[src/rtl/execute_pkg.sv]
// Shared definitions for the execute stage: funct codes, ALU op enum, flag indices.
// Optional shift ops are enabled by defining EXECUTE_SHIFT_EN.
package execute_pkg;

  localparam int unsigned DATA_W  = 32;
  localparam int unsigned REG_W   = 5;
  localparam int unsigned FUNCT_W = 6;
  localparam int unsigned FLAG_W  = 4;

  localparam logic [FUNCT_W-1:0] FUNCT_SLLV = 6'h04;
  localparam logic [FUNCT_W-1:0] FUNCT_SRLV = 6'h06;
  localparam logic [FUNCT_W-1:0] FUNCT_SRAV = 6'h07;
  localparam logic [FUNCT_W-1:0] FUNCT_ADD  = 6'h20;
  localparam logic [FUNCT_W-1:0] FUNCT_ADDU = 6'h21;
  localparam logic [FUNCT_W-1:0] FUNCT_SUB  = 6'h22;
  localparam logic [FUNCT_W-1:0] FUNCT_SUBU = 6'h23;
  localparam logic [FUNCT_W-1:0] FUNCT_AND  = 6'h24;
  localparam logic [FUNCT_W-1:0] FUNCT_OR   = 6'h25;
  localparam logic [FUNCT_W-1:0] FUNCT_XOR  = 6'h26;
  localparam logic [FUNCT_W-1:0] FUNCT_NOR  = 6'h27;
  localparam logic [FUNCT_W-1:0] FUNCT_SLT  = 6'h2A;
  localparam logic [FUNCT_W-1:0] FUNCT_SLTU = 6'h2B;

  // Flag vector layout is {N, Z, C, V}
  localparam int unsigned FLAG_N = 3;
  localparam int unsigned FLAG_Z = 2;
  localparam int unsigned FLAG_C = 1;
  localparam int unsigned FLAG_V = 0;

  typedef enum logic [3:0] {
    ALU_ADD,
    ALU_SUB,
    ALU_AND,
    ALU_OR,
    ALU_XOR,
    ALU_NOR,
    ALU_SLT,
    ALU_SLTU,
    ALU_SLLV,
    ALU_SRLV,
    ALU_SRAV,
    ALU_NONE
  } alu_op_t;

endpackage

[src/rtl/execute_alu.sv]
// Combinational ALU: result and {N, Z, C, V} flags for the decoded operation.
module execute_alu
  import execute_pkg::*;
(
  input  logic [DATA_W-1:0] a,
  input  logic [DATA_W-1:0] b,
  input  alu_op_t           op,
  output logic [DATA_W-1:0] result,
  output logic [FLAG_W-1:0] flags
);

  logic [DATA_W:0]   sum_c;
  logic [DATA_W:0]   diff_c;
  logic              carry_c;
  logic              ovf_c;
  logic [DATA_W-1:0] res_c;

  // Carry of the subtract path is the inverted borrow (A + ~B + 1)
  assign sum_c  = {1'b0, a} + {1'b0, b};
  assign diff_c = {1'b0, a} + {1'b0, ~b} + (DATA_W+1)'(1);

  always_comb begin
    res_c   = '0;
    carry_c = 1'b0;
    ovf_c   = 1'b0;
    case (op)
      ALU_ADD: begin
        res_c   = sum_c[DATA_W-1:0];
        carry_c = sum_c[DATA_W];
        ovf_c   = (a[DATA_W-1] == b[DATA_W-1]) && (sum_c[DATA_W-1] != a[DATA_W-1]);
      end
      ALU_SUB: begin
        res_c   = diff_c[DATA_W-1:0];
        carry_c = diff_c[DATA_W];
        ovf_c   = (a[DATA_W-1] != b[DATA_W-1]) && (diff_c[DATA_W-1] != a[DATA_W-1]);
      end
      ALU_AND:  res_c = a & b;
      ALU_OR:   res_c = a | b;
      ALU_XOR:  res_c = a ^ b;
      ALU_NOR:  res_c = ~(a | b);
      ALU_SLT: begin
        res_c   = DATA_W'($signed(a) < $signed(b));
        carry_c = diff_c[DATA_W];
      end
      ALU_SLTU: begin
        res_c   = DATA_W'(a < b);
        carry_c = diff_c[DATA_W];
      end
      ALU_SLLV: res_c = b << a[4:0];
      ALU_SRLV: res_c = b >> a[4:0];
      ALU_SRAV: res_c = DATA_W'($signed(b) >>> a[4:0]);
      default:  res_c = '0;
    endcase
  end

  assign result         = res_c;
  assign flags[FLAG_N]  = res_c[DATA_W-1];
  assign flags[FLAG_Z]  = (res_c == '0);
  assign flags[FLAG_C]  = carry_c;
  assign flags[FLAG_V]  = ovf_c;

endmodule

[src/rtl/execute_stage.sv]
// Execute stage: operand mux, funct decode, ALU, branch adder, dest mux, EX/MEM register.
// Define EXECUTE_SHIFT_EN to enable SLLV/SRLV/SRAV.
module execute_stage
  import execute_pkg::*;
(
  input  logic               clk,
  input  logic               reset,
  input  logic [DATA_W-1:0]  PC_next,
  input  logic [DATA_W-1:0]  reg1,
  input  logic [DATA_W-1:0]  reg2,
  input  logic [DATA_W-1:0]  ext_immediate,
  input  logic [FUNCT_W-1:0] funct,
  input  logic [REG_W-1:0]   rt,
  input  logic [REG_W-1:0]   rd,
  input  logic               ctr_reg_dest,
  input  logic               ctr_alu_op,
  input  logic               ctr_alu_src,
  output logic [DATA_W-1:0]  branch_out,
  output logic [DATA_W-1:0]  alu,
  output logic [FLAG_W-1:0]  flags,
  output logic [DATA_W-1:0]  reg2_out,
  output logic [REG_W-1:0]   wsel
);

  logic [DATA_W-1:0] op_b_c;
  logic [DATA_W-1:0] branch_c;
  logic [DATA_W-1:0] alu_result_c;
  logic [FLAG_W-1:0] alu_flags_c;
  logic [REG_W-1:0]  wsel_c;
  alu_op_t           alu_op_c;

  assign op_b_c   = ctr_alu_src ? ext_immediate : reg2;
  assign branch_c = PC_next + {ext_immediate[DATA_W-3:0], 2'b00};
  assign wsel_c   = ctr_reg_dest ? rd : rt;

  // Non-R-type instructions always add (address and immediate arithmetic)
  always_comb begin
    alu_op_c = ALU_ADD;
    if (ctr_alu_op) begin
      case (funct)
        FUNCT_ADD, FUNCT_ADDU: alu_op_c = ALU_ADD;
        FUNCT_SUB, FUNCT_SUBU: alu_op_c = ALU_SUB;
        FUNCT_AND:             alu_op_c = ALU_AND;
        FUNCT_OR:              alu_op_c = ALU_OR;
        FUNCT_XOR:             alu_op_c = ALU_XOR;
        FUNCT_NOR:             alu_op_c = ALU_NOR;
        FUNCT_SLT:             alu_op_c = ALU_SLT;
        FUNCT_SLTU:            alu_op_c = ALU_SLTU;
`ifdef EXECUTE_SHIFT_EN
        FUNCT_SLLV:            alu_op_c = ALU_SLLV;
        FUNCT_SRLV:            alu_op_c = ALU_SRLV;
        FUNCT_SRAV:            alu_op_c = ALU_SRAV;
`endif
        default:               alu_op_c = ALU_NONE;
      endcase
    end
  end

  execute_alu u_alu (
    .a      (reg1),
    .b      (op_b_c),
    .op     (alu_op_c),
    .result (alu_result_c),
    .flags  (alu_flags_c)
  );

  // EX/MEM pipeline register, loads every cycle
  always_ff @(posedge clk or negedge reset) begin
    if (!reset) begin
      branch_out <= '0;
      alu        <= '0;
      flags      <= '0;
      reg2_out   <= '0;
      wsel       <= '0;
    end else begin
      branch_out <= branch_c;
      alu        <= alu_result_c;
      flags      <= alu_flags_c;
      reg2_out   <= reg2;
      wsel       <= wsel_c;
    end
  end

endmodule

[config.mk]
export PLATFORM = sky130hd
export DESIGN_NAME = execute_stage
export DESIGN_NICKNAME = d
export VERILOG_FILES = /design/src/rtl/execute_pkg.sv /design/src/rtl/execute_alu.sv /design/src/rtl/execute_stage.sv
export SDC_FILE = /design/constraint.sdc
export NUM_CORES = 1
export LEC_CHECK = 0
export BUFFER_PORTS_ARGS = -buffer_cell sky130_fd_sc_hd__buf_4
export CAP_MARGIN = 10
export CORE_MARGIN = 1
export CORE_UTILIZATION = 55
export CTS_CLUSTER_DIAMETER = 60
export DETAILED_ROUTE_END_ITERATION = 6
export HOLD_SLACK_MARGIN = 0.03
export PLACE_DENSITY = 0.82
export SLEW_MARGIN = 15
export SYNTH_ARGS = -nofsm -noshare
export SYNTH_HDL_FRONTEND = slang
export SYNTH_SLANG_ARGS = --single-unit
[constraint.sdc]
create_clock -name clk -period 0.9 [get_ports clk]
set_input_delay 0.135 -clock clk [delete_from_list [all_inputs] [get_ports clk]]
set_output_delay 0.135 -clock clk [all_outputs]
set_load 0.005 [all_outputs]
==> out/qor.txt, run 1 <==
Routability cong.: 0.976
Number of synthesis warnings: 0
Sequential area share after synthesis: 24.7%
Area post-placement: 16,200 um2
Post-synth EDFFs: 0
Stop stage: 4_1_cts
DP Cell Count: 2,142
Error: [ERROR DPL-0038] Utilization greater than 100%, impossible to legalize
Ys async rst share: 100%
Root Driver: clkbuf_16
# port buffers: 253
Post-detail-place hpwl: 35.4 mm
Synth cell types: 84
Netlist Area Pre-Place: 10,500 um2
Initial Util: 56.1%
Synthesized instance count: 1,293
Status: did not finish
CTS resizes: 332
IO Pins: 254
Yosys top cell area share: 24.7%
Seq cells post-synth: 104
Postcts setup bufs: 61
Chip width: 140 um
FP Rows: 50
Synthesized area per cell: 8.15 um2
CTS sink cnt: 104
Die Height: 140 um
Area contributors post-synth: dfrtp_1 25%, ha_1 15%, a21oi_1 5.3%
Synth Flop Type: dfrtp_1
H-tree Lvls: 3
Syn nets: 1,572
Hold Buf Count CTS: 46
Num CTS Buffers: 9
Max clock buf depth: 2
Largest area contributor in the netlist: dfrtp_1
## Yosys cell counts, types with 9 or more instances
library cell	instances
o21a_1	15
nor2_1	89
o31ai_1	13
o21bai_1	10
o2111ai_1	11
buf_2	9
buf_1	10
and3_1	13
xor2_1	11
ha_1	127
o21ai_0	83
nor3_1	32
o211ai_1	17
nor4_1	11
nand2_1	78
a21o_1	31
nand2b_1	16
nor2b_1	21
a31oi_1	20
xnor2_1	33
or3_1	9
inv_1	111
a21oi_1	111
mux2i_1	42
dfrtp_1	104
and2_1	9
a211oi_1	18
nand3_1	28
clkbuf_1	47
## kinds of logic after synthesis
| group | after synthesis | share of synthesized area, % |
|---|---|---|
| compound gates | 427 | 27.1 |
| simple gates | 356 | 17.3 |
| buf+inv | 182 | 6.73 |
| fa+ha+maj | 130 | 15.6 |
| flops | 104 | 24.7 |
| mux | 50 | 4.84 |
| xor+xnor | 44 | 3.66 |
## metrics by stage
stage / setup slack [ps] / setup TNS (ps)
3_5_place_dp: -3480 / -114060
3_3_place_gp: -3210 / -108750
2_1_floorplan: -3000 / -76470
==> inputs of run 2 (changes only) <==
CORE_UTILIZATION = 40   (was 55)
CTS_CLUSTER_DIAMETER = default   (was 60)
HOLD_SLACK_MARGIN = default   (was 0.03)
PLACE_DENSITY = default   (was 0.82)
PLACE_DENSITY_LB_ADDON = 0.15   (was default)
==> out/qor.txt, run 2 <==
Status: complete, but fails checks
Failing checks: setup timing
Chip width: 164 um (+17%)
Setup-failing EPs final: 167
Max Cap Viol: 0
Number of synthesis warnings: 0 (unchanged)
Largest area contributor in the netlist: dfrtp_1
Post-synth EDFFs: 0 (unchanged)
Seq cells post-synth: 104 (unchanged)
Commonest cells after routing, fill and taps aside: 638 x buf_4, 157 x buf_6, 104 x dfrtp_1
Clock-pin slew on the worst setup and hold paths: 90 ps
Overflow after GRT: 0
Detail Route Antenna Nets: 0
DRC violation total after the first TritonRoute iteration: 1,183
Crit-path slowest cell: or4_4
Most frequent cell on the critical path: or4_4
Req. time, crit path: 1170 ps
Largest net degree at the start of global routing: 52
CP startpoint kind: input pin
Hold Vio Cnt, Final: 0
IO Pins: 254 (unchanged)
CTS sink cnt: 104 (unchanged)
Crit path max-delay family: simple AND/OR/NAND/NOR gates
Vias per cell: 5.61
CP max FO: 4
Buf/Inv on CP: 3
Sequential area share after synthesis: 24.7% (unchanged)
CP Cell Sequence: buf_12 -> mux2i_4 -> inv_2 -> ha_4 -> fa_2 -> buf_4 -> a221o_1 -> a22o_1 -> or3b_1 -> or4_4 -> or4_4 -> or4_4 -> nor4b_4 -> nand3_1 -> nor4bb_1
Area Growth Syn to Fin: 91.3%
Drt total wl: 47.9 mm
Initial Util: 40.6% (-16 points)
Overall power: 24.1 mW
Top flop regs: alu: 32 flops, branch_out: 32 flops, reg2_out: 32 flops
H-tree Lvls: 3 (unchanged)
First-pass GRT wire length: 70.2 mm
Syn nets: 1,572 (unchanged)
Most common cell in the netlist: ha_1
Root Driver: clkbuf_16
WL/cell: 19.7 um
Setup TNS: -99,300 ps
Area contributors post-synth: dfrtp_1 25%, ha_1 15%, a21oi_1 5.3%
Synthesized area per cell: 8.15 um2 (unchanged)
Worst-Margin Slew: 774 ps
Period utilization: 432%
Crit-path max cell delay: 490 ps
Max Freq: 0.257 GHz
Final Slew Violations: 0
Post-detail-place hpwl: 34.1 mm (-3.7%)
Core area: 26,000 um2
# port buffers: 253 (unchanged)
Nets: 2,368
DR pass1 iterations: 6
Fin worst setup slack: -2990 ps
GR Util All Layers: 33.5%
Synthesized instance count: 1,293 (unchanged)
Final min period: 3890 ps
Netlist Area Pre-Place: 10,500 um2 (unchanged)
Routability cong.: 0.967 (-0.92%)
Number of global-route vias before repair: 13,300
CP arrival: 4160 ps
Rel. slew slack: 47.9%
Pwr Density: 1200 nW/um2
FP Rows: 59 (+18%)
Worst VDD drop: 1.13 mV
RSZ-0062 raised after global routing: yes
Ys async rst share: 100% (unchanged)
Residual DRC count: 0
CP Class: in -> reg
Die Height: 164 um (+17%)
Synth cell types: 84 (unchanged)
CP endpoint kind: register
Num CTS Buffers: 9 (unchanged)
Vias: 13,600
Max clock buf depth: 2 (unchanged)
Layout cells sized above 1: 52.3%
P_leak: 9.57 nW
List of most frequent post-synthesis cells: 127 x ha_1, 111 x a21oi_1, 111 x inv_1
Initial antenna violation count: 0
CTS tree: yes
Total die area: 27,000 um2
Synth Flop Type: dfrtp_1
ANT cells: 0
Worst hold path class: in -> reg
Yosys top cell area share: 24.7% (unchanged)
Most common cell after layout, fill and taps aside: buf_4
run 2: cell counts after synthesis:
No cell type changed its count.
run 2: worst paths after layout:
| path | start | to | slack [ps] | cells past startpoint |
|---|---|---|---|---|
| setup / recovery | ctr_alu_src | flags[2] | -2990 | 15 |
| hold / removal | rt[4] | wsel[4] | 10 | 2 |
| max in group asynchronous | reset | alu[24] | 300 | 3 |
| min in group asynchronous | reset | branch_out[10] | 270 | 3 |
run 2: where the power goes:
group / internal [mW] / leakage [nW] / switching [mW]
registers: 5.33 / 1.23 / 0.338
clock network: 2.26 / 0.158 / 2.25
logic: 7.61 / 8.18 / 6.33
run 2: cell type report:
type,count,area (um2)
inverters,112,420
multi-input cells,1007,9100
fillers,1767,5820
clock buffers,9,225
repair buffers,855,7290
well taps,335,419
clock inverters,7,97.6
flip-flops and latches,104,2600
run 2: layer usage:
metal / track usage (%) / routed length (um)
met1: 44.2 / 20500
met2: 56.8 / 22800
met3: 4.47 / 3170
met4: 9.55 / 1400
met5: 0 / 0
run 2: per-stage QoR:
step / hold WS, ps / util, % / instances / setup WS (ps) / area [um2]
floorplan: -161 / - / 1293 / -3000 / 11100
detailed placement: 126 / 63.9 / 2280 / -3490 / 16600
global route: 7.16 / 77.6 / 2429 / -3120 / 20200
finish: 13.4 / 77.6 / 2429 / -2990 / 20200
global placement: 124 / 63.9 / 2280 / -3360 / 16600
CTS: 5.66 / 73.6 / 2390 / -2920 / 19100
run 2: repair_timing:
| item | in CTS | in global routing |
|---|---|---|
| buffers inserted | 55 | 53 |
| endpoints found under the hold margin | 145 | 0 |
| pin swaps | 107 | 110 |
| gates resized for setup | 291 | 152 |
| hold buffers | 46 | 0 |
| endpoints found under the setup margin | 167 | 168 |
| gates cloned | 1 | 0 |
run 2: logic make-up after synthesis:
logic type / synth area share (%)
flip-flops: 24.7
buffers and inverters: 6.73
adder cells (fa/ha/maj): 15.6
AND/OR/NAND/NOR: 17.3
AO/OA/AOI/OAI: 27.1
multiplexers: 4.84
XOR/XNOR: 3.66
(Power assumes the default switching activity.)
